**config.mk**
```make
export PLATFORM = sky130hd
export DESIGN_NAME = rll_key_sequencer
export DESIGN_NICKNAME = d
export VERILOG_FILES = /design/src/rtl/rll_key_pkg.sv /design/src/rtl/rll_out_gate.sv /design/src/rtl/rll_key_sequencer.sv
export SDC_FILE = /design/constraint.sdc
export NUM_CORES = 1
export LEC_CHECK = 0
export BUFFER_PORTS_ARGS = -buffer_cell sky130_fd_sc_hd__buf_2
export CORE_MARGIN = 8
export CORE_UTILIZATION = 47
export CTS_CLUSTER_SIZE = 14
export DETAILED_ROUTE_END_ITERATION = 6
export HOLD_SLACK_MARGIN = 0.15
export PLACE_DENSITY = 0.76
export SLEW_MARGIN = 10
export SYNTH_ARGS = -nofsm -noshare
export SYNTH_HDL_FRONTEND = slang
export SYNTH_SLANG_ARGS = --single-unit
```
**constraint.sdc**
```tcl
create_clock -name clk -period 2.3 [get_ports clk]
set_clock_uncertainty 0.05 [all_clocks]
set_input_delay 0.115 -clock clk [delete_from_list [all_inputs] [get_ports clk]]
set_output_delay 0.115 -clock clk [all_outputs]
set_load 0.02 [all_outputs]
```
**src/rtl/rll_key_pkg.sv**
```systemverilog
// Shared types and defaults for the RLL key sequencer and related locked-core wrappers.
package rll_key_pkg;

  localparam int unsigned DEF_KEY_WIDTH  = 32;
  localparam int unsigned DEF_WORD_WIDTH = 8;
  localparam int unsigned DEF_OUT_WIDTH  = 32;

  typedef enum logic [2:0] {
    IDLE   = 3'd0,
    FETCH  = 3'd1,
    SETTLE = 3'd2,
    ACTIVE = 3'd3,
    ERROR  = 3'd4
  } state_t;

  function automatic int unsigned nwords(input int unsigned key_w, input int unsigned word_w);
    return key_w / word_w;
  endfunction

endpackage

```
**src/rtl/rll_out_gate.sv**
```systemverilog
// Parametric AND-mask of a locked core's primary outputs by an enable.
module rll_out_gate #(
  parameter int unsigned WIDTH = 32
) (
  input  logic             en,
  input  logic [WIDTH-1:0] din,
  output logic [WIDTH-1:0] dout
);

  assign dout = din & {WIDTH{en}};

endmodule

```
**src/rtl/rll_key_sequencer.sv**
```systemverilog
// Word-serial key loader for a random-logic-locked core with atomic key apply and output unmask.
// Optional even-parity check on key words when KEY_PARITY_CHECK_EN is defined.
module rll_key_sequencer
  import rll_key_pkg::*;
#(
  parameter int unsigned KEY_WIDTH     = DEF_KEY_WIDTH,
  parameter int unsigned WORD_WIDTH    = DEF_WORD_WIDTH,
  parameter int unsigned OUT_WIDTH     = DEF_OUT_WIDTH,
  parameter int unsigned SETTLE_CYCLES = 2
) (
  input  logic                  clk,
  input  logic                  rst_n,
  input  logic                  start,
  input  logic                  relock,
  input  logic                  kw_valid,
  input  logic [WORD_WIDTH-1:0] kw_data,
  input  logic                  kw_last,
`ifdef KEY_PARITY_CHECK_EN
  input  logic                  kw_parity,
`endif
  output logic                  kw_ready,
  output logic [KEY_WIDTH-1:0]  key_out,
  input  logic [OUT_WIDTH-1:0]  core_out_in,
  output logic [OUT_WIDTH-1:0]  core_out_gated,
  output logic                  key_loaded,
  output logic                  busy,
  output logic                  err
);

  localparam int unsigned NWORDS = nwords(KEY_WIDTH, WORD_WIDTH);
  localparam int unsigned CNT_W  = $clog2(NWORDS) + 1;
  localparam int unsigned SET_W  = $clog2(SETTLE_CYCLES) + 1;

  state_t               state_q, state_d;
  logic [CNT_W-1:0]     cnt_q, cnt_d;
  logic [SET_W-1:0]     settle_q, settle_d;
  logic [KEY_WIDTH-1:0] shadow_q, shadow_d;
  logic [KEY_WIDTH-1:0] key_q, key_d;

  logic                 handshake;
  logic                 last_word;
  logic                 proto_err;
  logic [KEY_WIDTH-1:0] shadow_nxt;

  always_ff @(posedge clk or negedge rst_n) begin
    if (!rst_n) begin
      state_q  <= IDLE;
      cnt_q    <= '0;
      settle_q <= '0;
      shadow_q <= '0;
      key_q    <= '0;
    end else begin
      state_q  <= state_d;
      cnt_q    <= cnt_d;
      settle_q <= settle_d;
      shadow_q <= shadow_d;
      key_q    <= key_d;
    end
  end

  // Shadow with the incoming word merged at the current word slot.
  always_comb begin
    shadow_nxt = shadow_q;
    for (int unsigned i = 0; i < NWORDS; i++) begin
      if (cnt_q == CNT_W'(i)) begin
        shadow_nxt[i*WORD_WIDTH +: WORD_WIDTH] = kw_data;
      end
    end
  end

  assign handshake = kw_valid && (state_q == FETCH);
  assign last_word = (cnt_q == CNT_W'(NWORDS - 1));

`ifdef KEY_PARITY_CHECK_EN
  assign proto_err = (kw_last != last_word) || (kw_parity != (^kw_data));
`else
  assign proto_err = (kw_last != last_word);
`endif

  always_comb begin
    state_d  = state_q;
    cnt_d    = cnt_q;
    settle_d = settle_q;
    shadow_d = shadow_q;
    key_d    = key_q;

    unique case (state_q)
      IDLE, ACTIVE, ERROR: begin
        if (start) begin
          state_d  = FETCH;
          cnt_d    = '0;
          shadow_d = '0;
        end
      end
      FETCH: begin
        if (handshake) begin
          if (proto_err) begin
            state_d  = ERROR;
            cnt_d    = '0;
            shadow_d = '0;
            key_d    = '0;
          end else if (last_word) begin
            // Whole key reaches the core on a single edge.
            state_d  = SETTLE;
            shadow_d = shadow_nxt;
            key_d    = shadow_nxt;
            settle_d = SET_W'(SETTLE_CYCLES - 1);
          end else begin
            shadow_d = shadow_nxt;
            cnt_d    = cnt_q + CNT_W'(1);
          end
        end
      end
      SETTLE: begin
        if (settle_q == '0) begin
          state_d = ACTIVE;
        end else begin
          settle_d = settle_q - SET_W'(1);
        end
      end
      default: begin
        state_d = IDLE;
      end
    endcase

    // Relock overrides everything, including an in-flight handshake.
    if (relock) begin
      state_d  = IDLE;
      cnt_d    = '0;
      settle_d = '0;
      shadow_d = '0;
      key_d    = '0;
    end
  end

  assign kw_ready   = (state_q == FETCH);
  assign busy       = (state_q == FETCH) || (state_q == SETTLE);
  assign key_loaded = (state_q == ACTIVE);
  assign err        = (state_q == ERROR);
  assign key_out    = key_q;

  rll_out_gate #(
    .WIDTH (OUT_WIDTH)
  ) u_out_gate (
    .en   (key_loaded),
    .din  (core_out_in),
    .dout (core_out_gated)
  );

endmodule

```
==> results.md, run 1 <==
* Share of the synthesized area in the top cell type at 45.0%
* Layout cells sized above 1 at about a third
* Worst-Margin Slew at 0.530 ns
* Power Density at 667 mW/mm^2
* Vias per cell at 5.34
* Iteration count of the initial detailed-routing pass at 4
* Setup violators final at 0
* Chip Height at 108 microns
* Number of flops mapped to enable cells by yosys at 0
* Drt initial violations at 158
* Syn Inst Count at just over 400
* Post-Place Worst Slack at approximately 0.047 ns
* Net count after synthesis at 460
* Max-slew headroom at 64.7%
* Largest net degree at the start of global routing at 73
* CTS tree: built
* Starting density of the core at 48.5%
* CP Launch Type: register
* Syn avg cell area at 9.86 sq um
* Dpl cells at 607
* Post-route clock period utilization at a little over nine tenths
* Antenna Nets Post-Route at 0
* Worst skew pair latency at 0.35 ns
* Routability Congestion at 0.848
* Pins Over Slew Limit at 0
* Reg clk slew, reported paths at roughly 0.080 ns
* Ports at around 110
* Main flop type after synthesis: dfrtp_1
* Library cells used by synthesis at 40
* CTS Buffer Depth at 2
* Synth top area cells: dfrtp_1 (45%), mux2i_1 (8.7%), mux2_2 (5.3%), and2_1 (5.0%), or3_1 (4.8%)
* WL final at about 10000 microns
* Sink Count at 72
* Final Hold Vio Count at 0
* Synth warnings at 0
* Post-Syn Area at around 0.0040 sq mm
* Initial antenna violation count at 0
* H-tree levels at 3
* Hpwl dp at 7130 microns
* Max IR drop VDD at 366 uV
* Via count at 3354
* Area leader, netlist: dfrtp_1
* First-pass GRT wire length at roughly 17000 microns
* Fmax at 448 MHz
* Vias in the first global route at 3287
* Area occupied by multi-input gates at between 0.002 and 0.0025 sq mm
* Max Cap Viol at 0
* DIE AREA at 0.0117 sq mm
* Synth cell count leaders: dfrtp_1 (72), a21oi_1 (35), mux2i_1 (35), nor3_1 (35), nand2_1 (34)
* CTS root buf: clkbuf_8
* Core area at 0.00826 sq mm
* # rows at 33
* Fill cells at 712
* Crit-path max FO at 14
* Synthesis-to-layout area growth at 25.3%
* Sequential Area at 0.00180 sq mm
* Count of input and output buffers at 113
* WP data arrival at 2.46 ns
* Fin Hold WS at 0.221 ns
* Global Route Usage Sum at 17.6%
* DR WL/cell at 16.5 microns
* Final cell count without fillers at about 630
* Post-synthesis sequential area ratio at 45.0%
* Critical path endpoint category: register
* Fin worst setup slack at 0.0675 ns
* Total global routing overflow at 0
* Crit Path Class: register to register
* Worst hold stages at 4
* Post-layout util at 60.8%
* Outcome: completed
* Leakage power total at approximately 0.0026 uW
* DRC Markers at 0
* Post-synthesis register bit count at 72
* Die width at 108 microns
* Worst hold path class: primary input to register
* CTS buffer count at 9
* Final Critical Period at between 2 and 2.5 ns
* Antenna diodes at 0
* FFs w/ async S/R, synth at 100%
* Most frequent cell after synthesis: dfrtp_1
* WP data required at about 2.5 ns
* Fin nets at between 500 and 600
* Reg2reg path depth at 9
kinds of logic (layout without fill, tap and decap cells):
kind of cell / count (synthesis) / in the layout / synth area share [%]
AND/OR/NAND/NOR: 158 / 158 / 21.5
flip-flops: 72 / 72 / 45.0
multiplexers: 68 / 68 / 18.0
AO/OA/AOI/OAI: 53 / 53 / 7.69
buffers and inverters: 47 / 164 / 5.31
adder cells (fa/ha/maj): 8 / 8 / 2.50
power breakdown:
part / switching (uW) / internal, uW
Sequential: 23.7 / 1310
Clock: 462 / 558
Combinational: 604 / 391
Total: 1090 / 2260
metrics by stage:
stage / TNS [ns] / cell area (sq um) / total power (uW)
floorplan: 0 / 4030 / 2020
global placement: 0 / 4720 / 2310
detailed placement: 0 / 4720 / 2320
CTS: 0 / 4940 / 3340
global route: -0.0722 / 5020 / 3510
finish: 0 / 5020 / 3350
worst max-delay path, cell delays in order, from the launching register on:
cell	delay [ns]
dfrtp_1	0.37
ha_2	0.19
ha_2	0.18
inv_2	0.05
ha_4	0.28
o21ai_1	0.09
or2_4	0.28
buf_4	0.18
or3_1	0.36
a21oi_1	0.13
registers in the layout, summed over array words and instances (netlist names):
| name | count |
|---|---|
| shadow_q | 32 |
| cnt_q | 3 |
| settle_q | 2 |
| key_out | 32 |
| state_q | 3 |
cell type report:
cell class	count	share of cell area [%]
inverter	11	0.823
clock inverter	3	0.798
multi-input combinational	287	40.6
tap	105	2.62
timing repair buffer	137	16.1
clock buffer	13	3.17
sequential	72	35.9
per-layer routing:
layer  GRT usage, %  part of all wire, %
met5              0                    0
met4           5.96                  1.7
met3           4.10                  5.7
met2           29.9                   52
met1           21.3                   40
final timing paths:
path | startpoint | to | slack [ns]
worst min-delay path | kw_last | cnt_q[2] | 0.22
worst max register to register | cnt_q[1] | key_out[2] | 0.07
min in group asynchronous | rst_n | key_out[9] | 0.25
worst max-delay path | cnt_q[1] | key_out[2] | 0.07
max in group asynchronous | rst_n | state_q[0] | 1.63
worst min register to register | shadow_q[2] | shadow_q[2] | 0.45
placed cells by master (no fill, tap or decap), drive strengths merged:
| master | netlist | final |
|---|---|---|
| inv | 11 | 11 |
| and3 | 1 | 1 |
| a21o | 2 | 2 |
| or4b | 1 | 1 |
| clkinv | 0 | 2 |
| o21ai | 5 | 5 |
| a21oi | 35 | 35 |
| nand3b | 1 | 1 |
| ha | 8 | 8 |
| a22oi | 1 | 1 |
| nor2b | 2 | 2 |
| a22o | 2 | 2 |
| a221oi | 2 | 2 |
| dlygate4sd3 | 0 | 2 |
| o22ai | 1 | 1 |
| nor3b | 1 | 1 |
| or2 | 1 | 1 |
| or3 | 31 | 31 |
| or3b | 1 | 1 |
| and3b | 2 | 2 |
| nor3 | 35 | 35 |
| clkbuf | 25 | 14 |
| nand2 | 34 | 34 |
| and4b | 1 | 1 |
| nand3 | 1 | 1 |
| a211oi | 2 | 2 |
| and2 | 32 | 32 |
| dfrtp | 72 | 72 |
| buf | 11 | 134 |
| nand2b | 6 | 6 |
| o211a | 1 | 1 |
| nor4 | 1 | 1 |
| a31o | 1 | 1 |
| mux2i | 35 | 35 |
| nor2 | 7 | 7 |
| bufinv | 0 | 1 |
| a221o | 1 | 1 |
| mux2 | 33 | 33 |
what timing repair did:
action | CTS | global route
hold buffers | 2 | 0
buffers inserted | 0 | 2
gates resized for setup | 0 | 11
hold endpoints to repair | 81 | 0
setup endpoints to repair | 0 | 31
No activity file was read; power rests on OpenSTA's default activity.
==> inputs of run 2 (changes only) <==
--- a/config.mk
+++ b/config.mk
@@ -12,6 +12,7 @@
 export DETAILED_ROUTE_END_ITERATION = 6
 export HOLD_SLACK_MARGIN = 0.15
 export PLACE_DENSITY = 0.76
+export SETUP_SLACK_MARGIN = 0.5
 export SLEW_MARGIN = 10
 export SYNTH_ARGS = -nofsm -noshare
 export SYNTH_HDL_FRONTEND = slang
==> run 2 against run 1 <==
  * Worst setup slack better by 0.099 ns
  * Highest routed layer unchanged
  * Sequential power barely moved
  * Core utilization grew 12 points
  * Maximum frequency up 4.6%
  * Cell count increased by 4.1%
  * Die area unchanged
  * Routed wire length is 35% higher
  * Power increased by 24%
  * Cell area is 19% higher
  * Register-to-register slack gained 0.099 ns
==> results.md, run 2 (synthesis results as in run 1) <==
* Outcome: completed
* Die width at 108 microns (unchanged)
* Drt initial violations at 227 (+44%)
* Worst hold path class: primary input to register
* Post-route clock period utilization at 92.8% (-4.3 points)
* H-tree levels at 3 (unchanged)
* Via count at 3787 (+13%)
* CP Launch Type: register
* Setup violators final at 0 (unchanged)
* # rows at 33 (unchanged)
* Fin nets at 598 (+4.5%)
* Worst-Margin Slew at 0.483 ns (-0.0467 ns)
* Antenna Nets Post-Route at 0 (unchanged)
* WL final at 14000 microns (+35%)
* WP data arrival at 2.36 ns (-0.10 ns)
* Synthesis-to-layout area growth at 49.6%
* Vias in the first global route at 3944 (+20%)
* Most common library cell in the layout ignoring fill and taps: buf_2
* Sink Count at 72 (unchanged)
* Final Critical Period at 2.13 ns (-0.0991 ns)
* Pins Over Slew Limit at 0 (unchanged)
* Dpl cells at 601 (-0.99%)
* FF-to-FF End: key_out[5]
* Chip Height at 108 microns (unchanged)
* R2R Path Start: cnt_q[0]
* Core area at 0.00826 sq mm (unchanged)
* Power Total at 4160 uW (+24%)
* Largest net degree at the start of global routing at 70 (-4.1%)
* Global Route Usage Sum at 22.9% (+5.4 points)
* Fill cells at 556 (-22%)
* Hold EP: key_out[30]
* Leakage power total at 0.00293 uW (+14%)
* Starting density of the core at 48.5% (unchanged)
* Final cell count without fillers at 654 (+4.1%)
* Fin worst setup slack at 0.167 ns (+0.0991 ns)
* DIE AREA at 0.0117 sq mm (unchanged)
* Reg clk slew, reported paths at 0.08 ns (about the same)
* Post-Place Worst Slack at 0.0427 ns (-0.00458 ns)
* RSZ-0062 raised after global routing: true
* Antenna diodes at 0 (unchanged)
* Iteration count of the initial detailed-routing pass at 4 (unchanged)
* Total global routing overflow at 0 (unchanged)
* Post-Route Setup TNS at 0 ns (unchanged)
* Worst skew pair latency at 0.35 ns (about the same)
* Power Density at 694 mW/mm^2 (+3.9%)
* Min-delay src: kw_valid
* CTS Buffer Depth at 2 (unchanged)
* Max-slew headroom at 67.8% (+3.1 points)
* Final Hold Vio Count at 0 (unchanged)
* DR WL/cell at 21.4 microns (+29%)
* Hpwl dp at 7580 microns (+6.4%)
* CTS tree: built
* Max Cap Viol at 0 (unchanged)
* Vias per cell at 5.79 (+8.4%)
* Count of input and output buffers at 113 (unchanged)
* Max IR drop VDD at 400 uV (+9.2%)
* Initial antenna violation count at 0 (unchanged)
* Layout cells sized above 1 at 49.4% (+15 points)
* Commonest non-fill, non-tap cells in the layout: buf_2 (82), dfrtp_1 (71), buf_6 (37), nand2_1 (34)
* CTS root buf: clkbuf_8
* First-pass GRT wire length at 20900 microns (+26%)
* WP data required at 2.53 ns (about the same)
* Crit Path Class: register to register
* DRC Markers at 0 (unchanged)
* Crit-path max FO at 16 (+2)
* R2R Setup Slk at 0.17 ns (+0.10 ns)
* CTS buffer count at 9 (unchanged)
* Fmax at 469 MHz (+4.6%)
* Ports at 114 (unchanged)
* Routability Congestion at 0.888 (+4.7%)
* Worst hold stages at 5 (+1)
* Reg2reg path depth at 9 (unchanged)
* Critical path endpoint category: register
[run 2: timing repair]
action	4_1_cts	5_1_grt
endpoints found under the setup margin	101	104
pin swaps	47	10
resized for setup	142	36
cloned	11	0
hold buffers	2	0
endpoints found under the hold margin	72	0
setup buffers	19	5
[run 2: cell type report]
| type | count | area, sq um | area share [%] |
|---|---|---|---|
| clock buffer | 11 | 151 | 2.53 |
| clock inverter | 5 | 78.8 | 1.32 |
| inverter | 11 | 43.8 | 0.731 |
| multi-input combinational | 287 | 2330 | 38.8 |
| sequential | 72 | 1800 | 30.1 |
| tap | 105 | 131 | 2.19 |
| timing repair buffer | 163 | 1460 | 24.3 |
[run 2: worst max path at each step]
stage | from | to | slack (ns) | cells after the start
final | cnt_q[0] | key_out[5] | 0.17 | 9
after floorplan | cnt_q[0] | key_out[27] | 0.05 | 11
after detailed placement | cnt_q[1] | key_out[7] | 0.04 | 9
after global routing | cnt_q[0] | key_out[2] | 0.09 | 9
after global placement | cnt_q[1] | key_out[12] | 0.13 | 9
after CTS | cnt_q[0] | key_out[7] | 0.19 | 9
[run 2: critical path: stages (launching register included)]
cell and delay (ns):
dfrtp_1 0.41, ha_4 0.18, ha_4 0.15, inv_4 0.03
ha_4 0.26, o21ai_2 0.05, or2_4 0.28, buf_12 0.17
or3_1 0.36, a21oi_2 0.13
[run 2: where the power goes]
group,switching [uW],internal [uW]
Clock,488,668
Combinational,830,818
Sequential,40.5,1310
Total,1360,2800
[run 2: per-stage QoR]
| stage | area, sq um | hold WS (ns) | util, % |
|---|---|---|---|
| finish | 5990 | 0.172 | 72.6 |
| global placement | 4700 | -0.115 | 57.0 |
| global route | 5990 | 0.191 | 72.6 |
| CTS | 5810 | 0.157 | 70.3 |
| detailed placement | 4700 | -0.113 | 57.0 |
| floorplan | 4070 | -0.231 | - |
[run 2: routing by layer]
layer / global-route usage [%] / up-vias / routed length, microns
li1: - / 1697 / -
met2: 39.9 / 182 / 6940
met3: 7.14 / 33 / 1350
met5: 0 / - / 0
met1: 25.7 / 1875 / 5240
met4: 8.90 / 0 / 458
==> inputs of run 3 (changes only) <==
==> constraint.sdc (replaced) <==
create_clock -name clk -period 2.3 [get_ports clk]
set_clock_uncertainty 0.05 [all_clocks]
set_input_delay 0.345 -clock clk [delete_from_list [all_inputs] [get_ports clk]]
set_output_delay 0.345 -clock clk [all_outputs]
set_load 0.02 [all_outputs]
==> run 3 against run 2 <==
  * Critical path depth unchanged
  * Cell area up 4.7%
  * Via count up 3.6%
  * Highest routed layer unchanged
  * Non-clock buffer count up 10
==> results.md, run 3 (synthesis results as in run 1) <==
* Worst skew pair latency at 0.35 ns (about the same)
* Worst hold path class: primary input to register
* Power Density at 674 mW/mm^2 (-2.8%)
* Post-route clock period utilization at 94.4% (+1.6 points)
* Hpwl dp at 7830 microns (+3.2%)
* DIE AREA at 0.0117 sq mm (unchanged)
* Vias in the first global route at 4086 (+3.6%)
* Fill cells at 506 (-9.0%)
* Antenna Nets Post-Route at 0 (unchanged)
* Drt initial violations at 235 (+3.5%)
* CP Launch Type: register
* Global Route Usage Sum at 23.0% (+0.050 points)
* Fin nets at 608 (+1.7%)
* Area occupied by multi-input gates at 0.00255 sq mm (+9.5%)
* # rows at 33 (unchanged)
* RSZ-0062 raised after global routing: true
* CTS buffer count at 9 (unchanged)
* Die width at 108 microns (unchanged)
* P_int at 2760 uW (-1.3%)
* Sink Count at 72 (unchanged)
* Max IR drop VDD at 349 uV (-13%)
* Largest net degree at the start of global routing at 39 (-44%)
* Chip Height at 108 microns (unchanged)
* Via count at 3922 (+3.6%)
* Critical path endpoint category: register
* DRC Markers at 0 (unchanged)
* Max-slew headroom at 54.8% (-13 points)
* Antenna diodes at 0 (unchanged)
* Sw Share at 34.7% (+2.0 points)
* Leakage power total at 0.00299 uW (+2.3%)
* Synthesis-to-layout area growth at 56.7%
* Final Critical Period at 2.17 ns (+0.0372 ns)
* Net Switching at 1470 uW (+8.0%)
* H-tree levels at 3 (unchanged)
* Max Cap Viol at 0 (unchanged)
* Commonest non-fill, non-tap cells in the layout: buf_2 (77), dfrtp_1 (71), buf_6 (49), nand2_1 (33)
* Most common library cell in the layout ignoring fill and taps: buf_2
* Iteration count of the initial detailed-routing pass at 4 (unchanged)
* Final Hold Vio Count at 0 (unchanged)
* Outcome: completed
* Sequential Area at 0.00180 sq mm (unchanged)
* Layout cells sized above 1 at 54.4% (+5.0 points)
* CTS root buf: clkbuf_8
* Worst-Margin Slew at 0.678 ns (+0.196 ns)
* Setup violators final at 0 (unchanged)
* Vias per cell at 5.91 (+2.0%)
* Post-Place Worst Slack at 0.0380 ns (-0.00470 ns)
* Crit Path Class: register to register
* Logic pwr share at 47.0% (+7.3 points)
* First-pass GRT wire length at 21300 microns (+1.6%)
* CTS tree: built
* Crit-path max FO at 13 (-3)
* Initial antenna violation count at 0 (unchanged)
* Fin worst setup slack at 0.130 ns (-0.0372 ns)
* DR WL/cell at 22.6 microns (+5.6%)
* Flop pwr share at 32.0% (-0.5 points)
* CTS Buffer Depth at 2 (unchanged)
* Routability Congestion at 0.877 (-1.3%)
* Pins Over Slew Limit at 0 (unchanged)
* Total global routing overflow at 0 (unchanged)
* Share of total power in the clock network at 21.0% (-6.8 points)
* WP data required at 2.52 ns (about the same)
* R2R Setup Slk at 0.13 ns (-0.04 ns)
* Post-Route Setup TNS at 0 ns (unchanged)
* Core area at 0.00826 sq mm (unchanged)
* Fmax at 461 MHz (-1.7%)
* WL final at 15000 microns (+7.2%)
* Count of input and output buffers at 113 (unchanged)
* Ports at 114 (unchanged)
* WP data arrival at 2.40 ns (+0.04 ns)
* Starting density of the core at 48.5% (unchanged)
* Reg clk slew, reported paths at 0.08 ns (about the same)
[run 3: changes by cell type in the layout (fill, tap and decap cells not counted), sizes merged]
cell | previous run | this run
dlygate4sd3 | 2 | 1
bufinv | 2 | 0
clkbuf | 11 | 17
bufbuf | 1 | 0
buf | 160 | 169
clkinvlp | 0 | 2
clkinv | 3 | 0
[run 3: timing repair]
item,CTS,global route
hold buffers,1,0
gates cloned,9,3
pin swaps,53,20
buffers inserted,22,8
endpoints found under the setup margin,105,108
endpoints found under the hold margin,25,0
gates resized for setup,170,69
[run 3: metal layers]
| metal | global-route usage, % | share of wire, % | up-vias |
|---|---|---|---|
| li1 | - | - | 1719 |
| met1 | 26.0 | 36 | 1956 |
| met2 | 41.8 | 52 | 214 |
| met3 | 5.53 | 8.4 | 33 |
| met4 | 6.84 | 2.9 | 0 |
| met5 | 0 | 0 | - |
[run 3: area by class of cell]
| class | count | share of cell area (%) |
|---|---|---|
| multi-input cells | 287 | 40.6 |
| flip-flops and latches | 72 | 28.7 |
| repair buffers | 173 | 25.2 |
| clock buffers | 14 | 2.43 |
| well taps | 105 | 2.09 |
| inverters | 11 | 0.698 |
| clock inverters | 2 | 0.239 |
[run 3: worst paths after layout]
check,start,end,cells past startpoint
max,cnt_q[1],key_out[6],9
min,relock,state_q[1],3
max reg2reg,cnt_q[1],key_out[6],9
min reg2reg,shadow_q[19],shadow_q[19],1
max in group asynchronous,rst_n,key_out[3],3
min in group asynchronous,rst_n,state_q[2],2
[run 3: power by group through the flow]
| stage | Sequential [uW] | Combinational [uW] | Clock [uW] |
|---|---|---|---|
| after floorplan | 1370 | 653 | 0 |
| after global placement | 1370 | 954 | 0 |
| after detailed placement | 1370 | 973 | 0 |
| after CTS | 1350 | 1620 | 883 |
| after global routing | 1350 | 2080 | 948 |
| final | 1350 | 1990 | 888 |
[run 3: worst max-delay path: stages, from the launching register on]
cell and delay, ns:
dfrtp_1 0.42, ha_4 0.17, ha_4 0.14, inv_4 0.04, ha_4 0.27, o21ai_2 0.07, or2_4 0.27, buf_12 0.15
or3_1 0.38, a21oi_2 0.14
[run 3: through the flow]
step | instance area [sq um] | cells | total power [uW] | util (%) | hold WS [ns]
global placement | 4730 | 605 | 2320 | 57.3 | 0.347
floorplan | 4070 | 406 | 2020 | - | -0.000591
CTS | 5820 | 653 | 3850 | 70.5 | 0.389
detailed placement | 4730 | 605 | 2340 | 57.3 | 0.362
finish | 6270 | 664 | 4230 | 76.0 | 0.415
global route | 6270 | 664 | 4380 | 76.0 | 0.406
